$ cat src/rtl/tcp_rx_msg_noc_if_out_ctrl_pkg.sv
// Shared types and constants for the TCP RX message/pointer NoC egress.
// Covers the NoC header layout, message types, the response body and the FSM state.
package tcp_rx_msg_noc_if_out_ctrl_pkg;
  localparam int XY_WIDTH         = 8;
  localparam int NOC_FBITS_WIDTH  = 4;
  localparam int NOC_DATA_WIDTH   = 512;
  localparam int FLOW_ID_W        = 16;
  localparam int RX_PAYLOAD_PTR_W = 32;
  localparam int MSG_LEN_W        = 16;
  localparam int NOC_MSG_LEN_W    = 22;
  localparam int NOC_MSG_TYPE_W   = 8;
  localparam int DST_W            = 2*XY_WIDTH + NOC_FBITS_WIDTH;
  localparam int HDR_USED_W       = 2*DST_W + NOC_MSG_LEN_W + NOC_MSG_TYPE_W;

  localparam logic [NOC_MSG_TYPE_W-1:0] TCP_RX_MSG_RESP       = 8'h40;
  localparam logic [NOC_MSG_TYPE_W-1:0] TCP_RX_ADJUST_PTR_ACK = 8'h41;

  typedef enum logic [1:0] {READY = 2'd0, HDR = 2'd1, BODY = 2'd2} out_state_e;
  typedef enum logic {SRC_MSG = 1'b0, SRC_ACK = 1'b1} resp_src_e;

  typedef struct packed {
    logic [FLOW_ID_W-1:0]        flowid;
    logic [RX_PAYLOAD_PTR_W-1:0] ptr;
    logic [MSG_LEN_W-1:0]        len;
  } tcp_rx_msg_resp_body;

  typedef struct packed {
    logic [XY_WIDTH-1:0]                  dst_x;
    logic [XY_WIDTH-1:0]                  dst_y;
    logic [NOC_FBITS_WIDTH-1:0]           dst_fbits;
    logic [NOC_MSG_LEN_W-1:0]             msg_len;
    logic [NOC_MSG_TYPE_W-1:0]            msg_type;
    logic [XY_WIDTH-1:0]                  src_x;
    logic [XY_WIDTH-1:0]                  src_y;
    logic [NOC_FBITS_WIDTH-1:0]           src_fbits;
    logic [NOC_DATA_WIDTH-HDR_USED_W-1:0] rsvd;
  } beehive_noc_hdr_flit;
endpackage

$ cat src/rtl/tcp_rx_msg_noc_if_out_ctrl_if.sv
// Request sources (poller message, pointer-adjust ack) and the NoC egress port.
// slave = the egress controller view, master = the surrounding logic view.
interface tcp_rx_msg_noc_if_out_ctrl_if
  import tcp_rx_msg_noc_if_out_ctrl_pkg::*;
#(
  parameter int FLOWID_W = FLOW_ID_W,
  parameter int PTR_W    = RX_PAYLOAD_PTR_W,
  parameter int LEN_W    = MSG_LEN_W
);
  logic                      poller_noc_if_msg_val;
  logic [FLOWID_W-1:0]       poller_noc_if_msg_flowid;
  logic [PTR_W-1:0]          poller_noc_if_msg_ptr;
  logic [LEN_W-1:0]          poller_noc_if_msg_len;
  logic [DST_W-1:0]          poller_noc_if_msg_dst;
  logic                      noc_if_poller_msg_rdy;
  logic                      ptr_adj_noc_if_ack_val;
  logic [FLOWID_W-1:0]       ptr_adj_noc_if_ack_flowid;
  logic [DST_W-1:0]          ptr_adj_noc_if_ack_dst;
  logic                      noc_if_ptr_adj_ack_rdy;
  logic                      tcp_rx_ptr_if_noc_val;
  logic [NOC_DATA_WIDTH-1:0] tcp_rx_ptr_if_noc_data;
  logic                      noc_tcp_rx_ptr_if_rdy;

  modport slave (
    input  poller_noc_if_msg_val, poller_noc_if_msg_flowid, poller_noc_if_msg_ptr,
           poller_noc_if_msg_len, poller_noc_if_msg_dst,
    output noc_if_poller_msg_rdy,
    input  ptr_adj_noc_if_ack_val, ptr_adj_noc_if_ack_flowid, ptr_adj_noc_if_ack_dst,
    output noc_if_ptr_adj_ack_rdy,
    output tcp_rx_ptr_if_noc_val, tcp_rx_ptr_if_noc_data,
    input  noc_tcp_rx_ptr_if_rdy
  );

  modport master (
    output poller_noc_if_msg_val, poller_noc_if_msg_flowid, poller_noc_if_msg_ptr,
           poller_noc_if_msg_len, poller_noc_if_msg_dst,
    input  noc_if_poller_msg_rdy,
    output ptr_adj_noc_if_ack_val, ptr_adj_noc_if_ack_flowid, ptr_adj_noc_if_ack_dst,
    input  noc_if_ptr_adj_ack_rdy,
    input  tcp_rx_ptr_if_noc_val, tcp_rx_ptr_if_noc_data,
    output noc_tcp_rx_ptr_if_rdy
  );
endinterface

$ cat src/rtl/tcp_rx_msg_noc_if_out_ctrl_flit_fmt.sv
// Combinational packer: header flit for either source, body flit {flowid, ptr, len}
// left-justified with zero padding below.
module tcp_rx_msg_noc_if_out_ctrl_flit_fmt
  import tcp_rx_msg_noc_if_out_ctrl_pkg::*;
#(
  parameter int SRC_X    = 0,
  parameter int SRC_Y    = 0,
  parameter int FLOWID_W = FLOW_ID_W,
  parameter int PTR_W    = RX_PAYLOAD_PTR_W,
  parameter int LEN_W    = MSG_LEN_W
) (
  input  resp_src_e                 src,
  input  logic [FLOWID_W-1:0]       flowid,
  input  logic [PTR_W-1:0]          ptr,
  input  logic [LEN_W-1:0]          len,
  input  logic [DST_W-1:0]          dst,
  output logic [NOC_DATA_WIDTH-1:0] hdr_flit,
  output logic [NOC_DATA_WIDTH-1:0] body_flit
);
  localparam int BODY_W   = $bits(tcp_rx_msg_resp_body);
  localparam int BODY_PAD = NOC_DATA_WIDTH - BODY_W;

  beehive_noc_hdr_flit hdr;
  tcp_rx_msg_resp_body body;

  always_comb begin
    hdr           = '0;
    hdr.dst_x     = dst[DST_W-1 -: XY_WIDTH];
    hdr.dst_y     = dst[DST_W-XY_WIDTH-1 -: XY_WIDTH];
    hdr.dst_fbits = dst[NOC_FBITS_WIDTH-1:0];
    // A message carries exactly one body flit; an ack is header-only.
    hdr.msg_len   = (src == SRC_MSG) ? NOC_MSG_LEN_W'(1) : '0;
    hdr.msg_type  = (src == SRC_MSG) ? TCP_RX_MSG_RESP : TCP_RX_ADJUST_PTR_ACK;
    hdr.src_x     = XY_WIDTH'(SRC_X);
    hdr.src_y     = XY_WIDTH'(SRC_Y);

    body        = '0;
    body.flowid = FLOW_ID_W'(flowid);
    body.ptr    = RX_PAYLOAD_PTR_W'(ptr);
    body.len    = MSG_LEN_W'(len);
  end

  assign hdr_flit  = hdr;
  assign body_flit = {body, {BODY_PAD{1'b0}}};
endmodule

$ cat src/rtl/tcp_rx_msg_noc_if_out_ctrl.sv
// TCP RX egress: round-robin between poller notifications and pointer-adjust acks,
// latch the winner, then stream header (+ body for messages) onto the NoC.
module tcp_rx_msg_noc_if_out_ctrl
  import tcp_rx_msg_noc_if_out_ctrl_pkg::*;
#(
  parameter int SRC_X    = 0,
  parameter int SRC_Y    = 0,
  parameter int FLOWID_W = FLOW_ID_W,
  parameter int PTR_W    = RX_PAYLOAD_PTR_W,
  parameter int LEN_W    = MSG_LEN_W
) (
  input logic                        clk,
  input logic                        rst,
  tcp_rx_msg_noc_if_out_ctrl_if.slave bus
);
  if (FLOWID_W + PTR_W + LEN_W > NOC_DATA_WIDTH) begin : g_body_fit_err
    $error("body fields exceed NoC flit width");
  end
  if (FLOWID_W > FLOW_ID_W || PTR_W > RX_PAYLOAD_PTR_W || LEN_W > MSG_LEN_W) begin : g_field_fit_err
    $error("field wider than response body struct");
  end

  out_state_e state_q, state_d;
  resp_src_e  rr_q, rr_d, src_q;
  logic       grant_msg, grant_ack, noc_val;

  logic [FLOWID_W-1:0]       flowid_q;
  logic [PTR_W-1:0]          ptr_q;
  logic [LEN_W-1:0]          len_q;
  logic [DST_W-1:0]          dst_q;
  logic [NOC_DATA_WIDTH-1:0] hdr_flit, body_flit, noc_data;

  always_comb begin
    state_d   = state_q;
    rr_d      = rr_q;
    grant_msg = 1'b0;
    grant_ack = 1'b0;
    noc_val   = 1'b0;
    noc_data  = '0;
    case (state_q)
      READY: begin
        grant_msg = bus.poller_noc_if_msg_val &&
                    (!bus.ptr_adj_noc_if_ack_val || rr_q == SRC_MSG);
        grant_ack = bus.ptr_adj_noc_if_ack_val && !grant_msg;
        // Priority only rotates on real contention so a lone source never loses its turn.
        if (bus.poller_noc_if_msg_val && bus.ptr_adj_noc_if_ack_val)
          rr_d = grant_msg ? SRC_ACK : SRC_MSG;
        if (grant_msg || grant_ack)
          state_d = HDR;
      end
      HDR: begin
        noc_val  = 1'b1;
        noc_data = hdr_flit;
        if (bus.noc_tcp_rx_ptr_if_rdy)
          state_d = (src_q == SRC_MSG) ? BODY : READY;
      end
      BODY: begin
        noc_val  = 1'b1;
        noc_data = body_flit;
        if (bus.noc_tcp_rx_ptr_if_rdy)
          state_d = READY;
      end
      default: begin
        state_d   = READY;
        grant_msg = 1'bx;
        grant_ack = 1'bx;
        noc_val   = 1'bx;
        noc_data  = 'x;
      end
    endcase
  end

  always_ff @(posedge clk) begin
    if (rst) begin
      state_q  <= READY;
      rr_q     <= SRC_MSG;
      src_q    <= SRC_MSG;
      flowid_q <= '0;
      ptr_q    <= '0;
      len_q    <= '0;
      dst_q    <= '0;
    end else begin
      state_q <= state_d;
      rr_q    <= rr_d;
      if (grant_msg) begin
        src_q    <= SRC_MSG;
        flowid_q <= bus.poller_noc_if_msg_flowid;
        ptr_q    <= bus.poller_noc_if_msg_ptr;
        len_q    <= bus.poller_noc_if_msg_len;
        dst_q    <= bus.poller_noc_if_msg_dst;
      end else if (grant_ack) begin
        src_q    <= SRC_ACK;
        flowid_q <= bus.ptr_adj_noc_if_ack_flowid;
        ptr_q    <= '0;
        len_q    <= '0;
        dst_q    <= bus.ptr_adj_noc_if_ack_dst;
      end
    end
  end

  tcp_rx_msg_noc_if_out_ctrl_flit_fmt #(
    .SRC_X(SRC_X), .SRC_Y(SRC_Y), .FLOWID_W(FLOWID_W), .PTR_W(PTR_W), .LEN_W(LEN_W)
  ) u_fmt (
    .src(src_q), .flowid(flowid_q), .ptr(ptr_q), .len(len_q), .dst(dst_q),
    .hdr_flit(hdr_flit), .body_flit(body_flit)
  );

  // Outputs are forced low while reset is held so an abandoned packet drops immediately.
  assign bus.noc_if_poller_msg_rdy  = grant_msg & ~rst;
  assign bus.noc_if_ptr_adj_ack_rdy = grant_ack & ~rst;
  assign bus.tcp_rx_ptr_if_noc_val  = noc_val & ~rst;
  assign bus.tcp_rx_ptr_if_noc_data = rst ? '0 : noc_data;
endmodule
$ cat src/flat_wrapper.sv
// flat-port wrapper written by rule: the top's interface ports become plain ports
module tcp_rx_msg_noc_if_out_ctrl_flat import tcp_rx_msg_noc_if_out_ctrl_pkg::*;
#(
  parameter int SRC_X    = 0,
  parameter int SRC_Y    = 0,
  parameter int FLOWID_W = FLOW_ID_W,
  parameter int PTR_W    = RX_PAYLOAD_PTR_W,
  parameter int LEN_W    = MSG_LEN_W
)
  (clk, rst, bus_poller_noc_if_msg_val, bus_poller_noc_if_msg_flowid, bus_poller_noc_if_msg_ptr, bus_poller_noc_if_msg_len, bus_poller_noc_if_msg_dst, bus_noc_if_poller_msg_rdy, bus_ptr_adj_noc_if_ack_val, bus_ptr_adj_noc_if_ack_flowid, bus_ptr_adj_noc_if_ack_dst, bus_noc_if_ptr_adj_ack_rdy, bus_tcp_rx_ptr_if_noc_val, bus_tcp_rx_ptr_if_noc_data, bus_noc_tcp_rx_ptr_if_rdy);
  tcp_rx_msg_noc_if_out_ctrl_if #(.FLOWID_W(FLOWID_W), .PTR_W(PTR_W), .LEN_W(LEN_W)) bus_i ();
  input logic clk;
  input logic rst;
  input wire logic [$bits(bus_i.poller_noc_if_msg_val)-1:0] bus_poller_noc_if_msg_val;
  input wire logic [$bits(bus_i.poller_noc_if_msg_flowid)-1:0] bus_poller_noc_if_msg_flowid;
  input wire logic [$bits(bus_i.poller_noc_if_msg_ptr)-1:0] bus_poller_noc_if_msg_ptr;
  input wire logic [$bits(bus_i.poller_noc_if_msg_len)-1:0] bus_poller_noc_if_msg_len;
  input wire logic [$bits(bus_i.poller_noc_if_msg_dst)-1:0] bus_poller_noc_if_msg_dst;
  output wire logic [$bits(bus_i.noc_if_poller_msg_rdy)-1:0] bus_noc_if_poller_msg_rdy;
  input wire logic [$bits(bus_i.ptr_adj_noc_if_ack_val)-1:0] bus_ptr_adj_noc_if_ack_val;
  input wire logic [$bits(bus_i.ptr_adj_noc_if_ack_flowid)-1:0] bus_ptr_adj_noc_if_ack_flowid;
  input wire logic [$bits(bus_i.ptr_adj_noc_if_ack_dst)-1:0] bus_ptr_adj_noc_if_ack_dst;
  output wire logic [$bits(bus_i.noc_if_ptr_adj_ack_rdy)-1:0] bus_noc_if_ptr_adj_ack_rdy;
  output wire logic [$bits(bus_i.tcp_rx_ptr_if_noc_val)-1:0] bus_tcp_rx_ptr_if_noc_val;
  output wire logic [$bits(bus_i.tcp_rx_ptr_if_noc_data)-1:0] bus_tcp_rx_ptr_if_noc_data;
  input wire logic [$bits(bus_i.noc_tcp_rx_ptr_if_rdy)-1:0] bus_noc_tcp_rx_ptr_if_rdy;
  assign bus_i.poller_noc_if_msg_val = bus_poller_noc_if_msg_val;
  assign bus_i.poller_noc_if_msg_flowid = bus_poller_noc_if_msg_flowid;
  assign bus_i.poller_noc_if_msg_ptr = bus_poller_noc_if_msg_ptr;
  assign bus_i.poller_noc_if_msg_len = bus_poller_noc_if_msg_len;
  assign bus_i.poller_noc_if_msg_dst = bus_poller_noc_if_msg_dst;
  assign bus_noc_if_poller_msg_rdy = bus_i.noc_if_poller_msg_rdy;
  assign bus_i.ptr_adj_noc_if_ack_val = bus_ptr_adj_noc_if_ack_val;
  assign bus_i.ptr_adj_noc_if_ack_flowid = bus_ptr_adj_noc_if_ack_flowid;
  assign bus_i.ptr_adj_noc_if_ack_dst = bus_ptr_adj_noc_if_ack_dst;
  assign bus_noc_if_ptr_adj_ack_rdy = bus_i.noc_if_ptr_adj_ack_rdy;
  assign bus_tcp_rx_ptr_if_noc_val = bus_i.tcp_rx_ptr_if_noc_val;
  assign bus_tcp_rx_ptr_if_noc_data = bus_i.tcp_rx_ptr_if_noc_data;
  assign bus_i.noc_tcp_rx_ptr_if_rdy = bus_noc_tcp_rx_ptr_if_rdy;
  tcp_rx_msg_noc_if_out_ctrl #(.SRC_X(SRC_X), .SRC_Y(SRC_Y), .FLOWID_W(FLOWID_W), .PTR_W(PTR_W), .LEN_W(LEN_W)) u_core (.clk(clk), .rst(rst), .bus(bus_i));
endmodule
$ cat config.mk
export PLATFORM = sky130hd
export DESIGN_NAME = tcp_rx_msg_noc_if_out_ctrl_flat
export DESIGN_NICKNAME = d
export VERILOG_FILES = /design/src/rtl/tcp_rx_msg_noc_if_out_ctrl_pkg.sv /design/src/rtl/tcp_rx_msg_noc_if_out_ctrl_if.sv /design/src/rtl/tcp_rx_msg_noc_if_out_ctrl_flit_fmt.sv /design/src/rtl/tcp_rx_msg_noc_if_out_ctrl.sv /design/src/flat_wrapper.sv
export SDC_FILE = /design/constraint.sdc
export NUM_CORES = 1
export LEC_CHECK = 0
export CORE_AREA = 5 5 244 246
export DETAILED_ROUTE_END_ITERATION = 12
export DIE_AREA = 0 0 249 251
export PLACE_DENSITY = 0.44
export SYNTH_ARGS = -nofsm -noshare
export SYNTH_HDL_FRONTEND = slang
export SYNTH_SLANG_ARGS = --single-unit
$ cat constraint.sdc
create_clock -name clk -period 3.6 [get_ports clk]
set_input_delay 0.36 -clock clk [delete_from_list [all_inputs] [get_ports clk]]
set_output_delay 0.36 -clock clk [all_outputs]
set_load 0.05 [all_outputs]
== Word level (Yosys, flattened, before mapping) ==
Cells that the tools add are included.

* Equality and inequality tests: 5
* Multiplexer cells: 21
* Bitwise logic cells: 5
* Reductions and logical operators: 13

{| class="wikitable"
|+ Operator list
! cell !! count
|-
| 512-bit one-hot mux with 3 select lines || 1
|-
| 512-bit 2-to-1 mux || 1
|-
| 16-bit 2-to-1 mux || 4
|-
| 32-bit 2-to-1 mux || 2
|-
| 20-bit 2-to-1 mux || 2
|-
| 2-bit 2-to-1 mux || 4
|-
| 1-bit one-hot mux with 2 select lines || 3
|-
| 2-bit one-hot mux with 3 select lines || 1
|-
| 2-bit != test, second input constant || 2
|-
| 2-bit OR reduction || 2
|-
| 1-bit bitwise AND || 3
|-
| 1-bit logical AND || 3
|-
| 1-bit 2-to-1 mux || 3
|-
| 3-bit AND reduction || 1
|-
| 2-bit by 1-bit == test with 1-bit output, second input constant || 1
|-
| 2-bit == test, second input constant || 1
|-
| 1-bit logical NOT || 2
|-
| 2-bit logical NOT || 1
|-
| 1-bit logical OR || 2
|-
| 2-bit by 1-bit != test with 1-bit output, second input constant || 1
|-
| 1-bit inverter || 2
|-
| 2-bit AND reduction || 1
|-
| 2-bit nonzero test || 1
|}

* Register bits after elaboration: 88
* Bits of input ports: 125
* Output and inout port bits: 515

== Logic depth before layout (Yosys ltp) ==
* Word-level depth: 8
* Depth in mapped cells: 8

== Hierarchy ==
Synthesis repeated with hierarchy kept, for this count alone.

* Cell total of the unflattened synthesis: 2568
* Area total of the unflattened synthesis: 17725.8 µm²

{| class="wikitable"
|+ Modules (own cells, without submodules)
! module !! instances !! cells each !! area each (µm²) !! sequential area each (µm²)
|-
| tcp_rx_msg_noc_if_out_ctrl || 1 || 1542 || 10034.6 || 1761.7
|-
| tcp_rx_msg_noc_if_out_ctrl_flit_fmt || 1 || 1026 || 7691.1 || 0.0
|}

== Worst setup path before layout ==
Ideal clock, no wire load.

* Path kind: register to output
* Start point: register u_core.state_q[0]
* End point: output port bus_noc_if_ptr_adj_ack_rdy
* Data arrival time: 1923 ps
* Required time: 3240 ps
* Path slack: 1317 ps
* Stages on the path, launching flop included: 8
* Path buffers: 2
* Path through: dfxtp_1 -> inv_1 -> ha_1 -> nor2b_1 -> buf_4 -> buf_4 -> o21ai_0 -> nor2_1

* Cells in the longest elaborated chain, start to end: 4
* Elaborated cells between the ends (all ways): 6
* Classes of those cells: 2 x eq/ne; 1 x mux; 1 x bitwise; 2 x reduce/logical

{| class="wikitable"
|+ Ends and longest elaborated chain
! item !! RTL line !! RTL
|-
| from (decl) || tcp_rx_msg_noc_if_out_ctrl.sv:23 || <nowiki>out_state_e state_q, state_d;</nowiki>
|-
| from (signal assigned) || tcp_rx_msg_noc_if_out_ctrl.sv:83 || <nowiki>state_q <= state_d;</nowiki>
|-
| 2-bit by 1-bit == test with 1-bit output or 2-bit == test (tied branches) || tcp_rx_msg_noc_if_out_ctrl.sv:40 || <nowiki>case (state_q)</nowiki>
|-
| 2-bit OR reduction (no line) || n/a ||
|-
| 1-bit one-hot mux with 2 select lines (*) || tcp_rx_msg_noc_if_out_ctrl.sv:40 ||
|-
| 1-bit bitwise AND (*) || tcp_rx_msg_noc_if_out_ctrl.sv:110 || <nowiki>assign bus.noc_if_ptr_adj_ack_rdy = grant_ack & ~rst;</nowiki>
|-
| to (decl) || flat_wrapper.sv:23 || <nowiki>output wire logic [$bits(bus_i.noc_if_ptr_adj_ack_rdy)-1:0] bus_noc_if_ptr_adj_ack_rdy;</nowiki>
|}

Every way passes the cells marked *; elsewhere a longest branch is shown, timed or not.

== Worst setup path after layout ==
* Start point: register u_core.state_q[0]
* End point: output port bus_tcp_rx_ptr_if_noc_data[470]

* Cells in the longest elaborated chain, start to end: 3
* Elaborated cells between the ends (all ways): 5
* Classes of those cells: 2 x eq/ne; 2 x mux; 1 x reduce/logical

{| class="wikitable"
|+ Ends and longest elaborated chain
! item !! RTL line !! RTL
|-
| 2-bit == test, or another cell as far along || tcp_rx_msg_noc_if_out_ctrl.sv:40 ||
|-
| 512-bit one-hot mux with 3 select lines (*) || tcp_rx_msg_noc_if_out_ctrl.sv:40 ||
|-
| 512-bit 2-to-1 mux (*) || tcp_rx_msg_noc_if_out_ctrl.sv:112 || <nowiki>assign bus.tcp_rx_ptr_if_noc_data = rst ? '0 : noc_data;</nowiki>
|-
| to (decl) || flat_wrapper.sv:25 || <nowiki>output wire logic [$bits(bus_i.tcp_rx_ptr_if_noc_data)-1:0] bus_tcp_rx_ptr_if_noc_data;</nowiki>
|}

Every way passes the cells marked *; elsewhere a longest branch is shown, timed or not. The select of a mux whose other input is x is not followed.

==> results.yml <==
route:
  drc_errors: 0
  vias: 5971
  viasPerCell: 3.112
  wl_per_cell_um: 14.53
  firstDrtPassIters: 5
  wl_met2_mm: 13.77
  drt_iter0_drc: 265
  ant_nets: 0
  highest_layer: "met5"
  wl_met1_mm: 10.62
  route.met3.wl_mm: 2.888
  wl_mm: 27.89
finish:
  final_common_cell: "conb_1"
  layout.nets: 1277
  drive_gt1_share_pct: 10.23
  multi_input_area_um2: 4075
  final_cells: 1919
  final_cell_mix: "448 x conb_1, 123 x clkdlybuf4s50_1, 88 x dfxtp_1, 74 x nand2_1, 45 x a21oi_1"
  utilization_pct: 16.61
  fillCellCount: 6502
  regArea_um2: 1762
  syn_to_final_growth_pct: 20.79
sta:
  min_period_ns: 2.948
  clock-skew-final_ns: 0.01292
  layout_worst_path_cycle_share_pct: 81.90
  worstMarginPinSlew_ns: 1.132
  drv_slew: 0
  fmax_mhz: 339.2
  finalSetupTns_ns: 0
  finalHoldViolations: 0
  rsz0062_at_grt: "false"
  maxSlewHeadroom_pct: 24.53
  fin_ws_ns: 0.6517
  setup_violations: 0
min_path:
  hold_class: "in2reg"
  hold_depth: 3
floorplanning:
  rows: 88
  die-area_um2: 62500
  chipWidth_um: 249
  start_util_pct: 13.75
  io_pins: 640
  core_um2: 57140
  die_y_um: 251
logic_synthesis:
  syn_area_um2: 7860
  synth.top_cell.area_share_pct: 43.65
  synth-seq-cells: 88
  synth-adder-area-share_pct: 0.6367
  yosys.area.top_type: "buf_4"
  synthXorXnorAreaFrac_pct: 0.1114
  synth_area_leaders: "buf_4 44%, dfxtp_1 22%, a311oi_1 3.8%"
  ys_warn_count: 0
  synth_top_family_by_area: "buffers and inverters"
  synthCells: 998
  synth_mux_area_share_pct: 0
  yosys.cell_types.count: 34
  ys_seq_area_share_pct: 22.41
  synth_compound_area_share_pct: 14.96
  yosys.area_share.simple_pct: 14.20
  synth_area_per_cell_um2: 7.876
pwr:
  ir_worst_vdd_mv: 0.2413
  seq_power_share_pct: 26.8
  clkPwrFrac_pct: 22.7
  combPwrFrac_pct: 50.5
  p_sw_mw: 2.595
  power.density_nw_per_um2: 513.1
  p_leak_nw: 3.999
  power_switching_share_pct: 53.28
  power_mw: 4.871
  p_int_mw: 2.276
global_routing:
  overflow: 0
  grt_max_degree: 78
  antenna_found_initial: 5
  grt.total_usage_pct: 8.159
  grt_pass1_wl_mm: 38.21
  grt_pass1_vias: 5723
clock_tree:
  cts_root_buf: "clkbuf_16"
  path_clk_slew_ns: 0.08
  cts_buffers: 9
  cts-resized-gates: 0
  clkLatencyLatePin_ns: 0.39
  htree_levels: 3
  clock-sinks: 88
  tritoncts: "yes"
  hold_buffers: 0
  post-cts-setup-buffers: 0
  cts_buffer_depth: 2
worst_setup_path:
  crit_path_cell_trace: "inv_1, ha_1, nand2b_1, buf_4, a21oi_1, buf_4"
  path_class: "reg2out"
  cpMaxStageDelayCell: "nand2b_1"
  path_max_fanout: 13
  path_common_cell: "buf_4"
  end_kind: "output pin"
  cp-start-kind: "flop"
  slowest_delay_ns: 0.51
  r2r_cells: 5
  worstPathRequired_ns: 3.24
  critical_path_arrival_ns: 2.59
placement:
  dp_slack_ns: 1.002
  place_inst: 1902
  place_congestion: 0.7510
  io_buffers: 191
  dp_hpwl_mm: 20.67
run:
  cap_viol_max_count: 0
run_status:
  status: "finished, final reports clean"
-- layout make-up --
| cell class | count | share of cell area [%] |
|---|---|---|
| sequential | 88 | 18.56 |
| antenna | 1 | 0.02636 |
| tap | 765 | 10.08 |
| clock buffer | 11 | 2.451 |
| timing repair buffer | 204 | 24.91 |
| multi-input combinational | 840 | 42.92 |
| clock inverter | 5 | 0.8566 |
| inverter | 5 | 0.1977 |
-- Yosys cell counts --
cell / instances
xor2_1: 1
nand2_4: 1
o211ai_1: 31
buf_1: 1
o21bai_1: 1
a311oi_2: 2
nand2_1: 75
buf_2: 25
conb_1: 1
nor2_1: 25
inv_1: 5
nor3b_1: 1
a311oi_1: 34
nor2b_1: 3
nor3_4: 1
ha_1: 4
or3b_1: 1
buf_4: 457
a211oi_1: 2
a31o_2: 1
clkbuf_1: 21
a22oi_1: 21
dfxtp_1: 88
nand2b_1: 4
o21ba_2: 1
and2_1: 42
a22o_1: 7
clkbuf_4: 1
nor3_1: 36
buf_6: 7
nand3_1: 42
o211ai_2: 10
o21ai_0: 1
a21oi_1: 45
-- power by group through the flow --
stage,logic (mW),registers (mW),clock network (mW)
floorplan,2.33,1.26,0
global placement,2.47,1.32,0
detailed placement,2.48,1.33,0
CTS,2.48,1.30,1.19
global route,2.62,1.32,1.21
finish,2.46,1.30,1.11
-- critical path, delay by kind of cell, from the launching register on --
| family | cells | cell delay, ns |
|---|---|---|
| AND/OR/NAND/NOR | 1 | 0.51 |
| flip-flops | 1 | 0.38 |
| adder cells (fa/ha/maj) | 1 | 0.46 |
| AO/OA/AOI/OAI | 1 | 0.15 |
| buffers and inverters | 3 | 0.69 |
-- sequential cells by signal, summed over array words and instances (netlist names) --
name and cells:
u_core.flowid_q 16, u_core.len_q 16, u_core.ptr_q 32, u_core.rr_q 1
u_core.src_q 1, u_core.dst_q 20, u_core.state_q 2
-- kinds of logic after synthesis --
group,Yosys count
compound gates,156
xor+xnor,1
fa+ha+maj,4
buf+inv,517
flops,88
other cells,1
simple gates,231
-- metal layers --
metal | global-route usage, % | vias to the layer above
met3 | 3.642 | 29
met5 | 0 | -
met1 | 9.209 | 2826
li1 | - | 2737
met2 | 13.97 | 373
met4 | 2.412 | 6
-- stage by stage --
step	area [um2]	hold WS (ns)
2_1_floorplan	9538	0.4423
3_3_place_gp	9178	0.4561
3_5_place_dp	9178	0.4599
4_1_cts	9492	0.4249
5_1_grt	9494	0.4490
6_report	9494	0.4408
-- final timing paths --
path | start | end | slack [ns]
setup / recovery | u_core.state_q[0] | bus_tcp_rx_ptr_if_noc_data[470] | 0.65
hold / removal | rst | u_core.src_q | 0.44
setup reg to reg | u_core.state_q[0] | u_core.dst_q[9] | 1.13
hold reg to reg | u_core.ptr_q[12] | u_core.ptr_q[12] | 0.47
No activity file was read; power rests on OpenSTA's default activity.
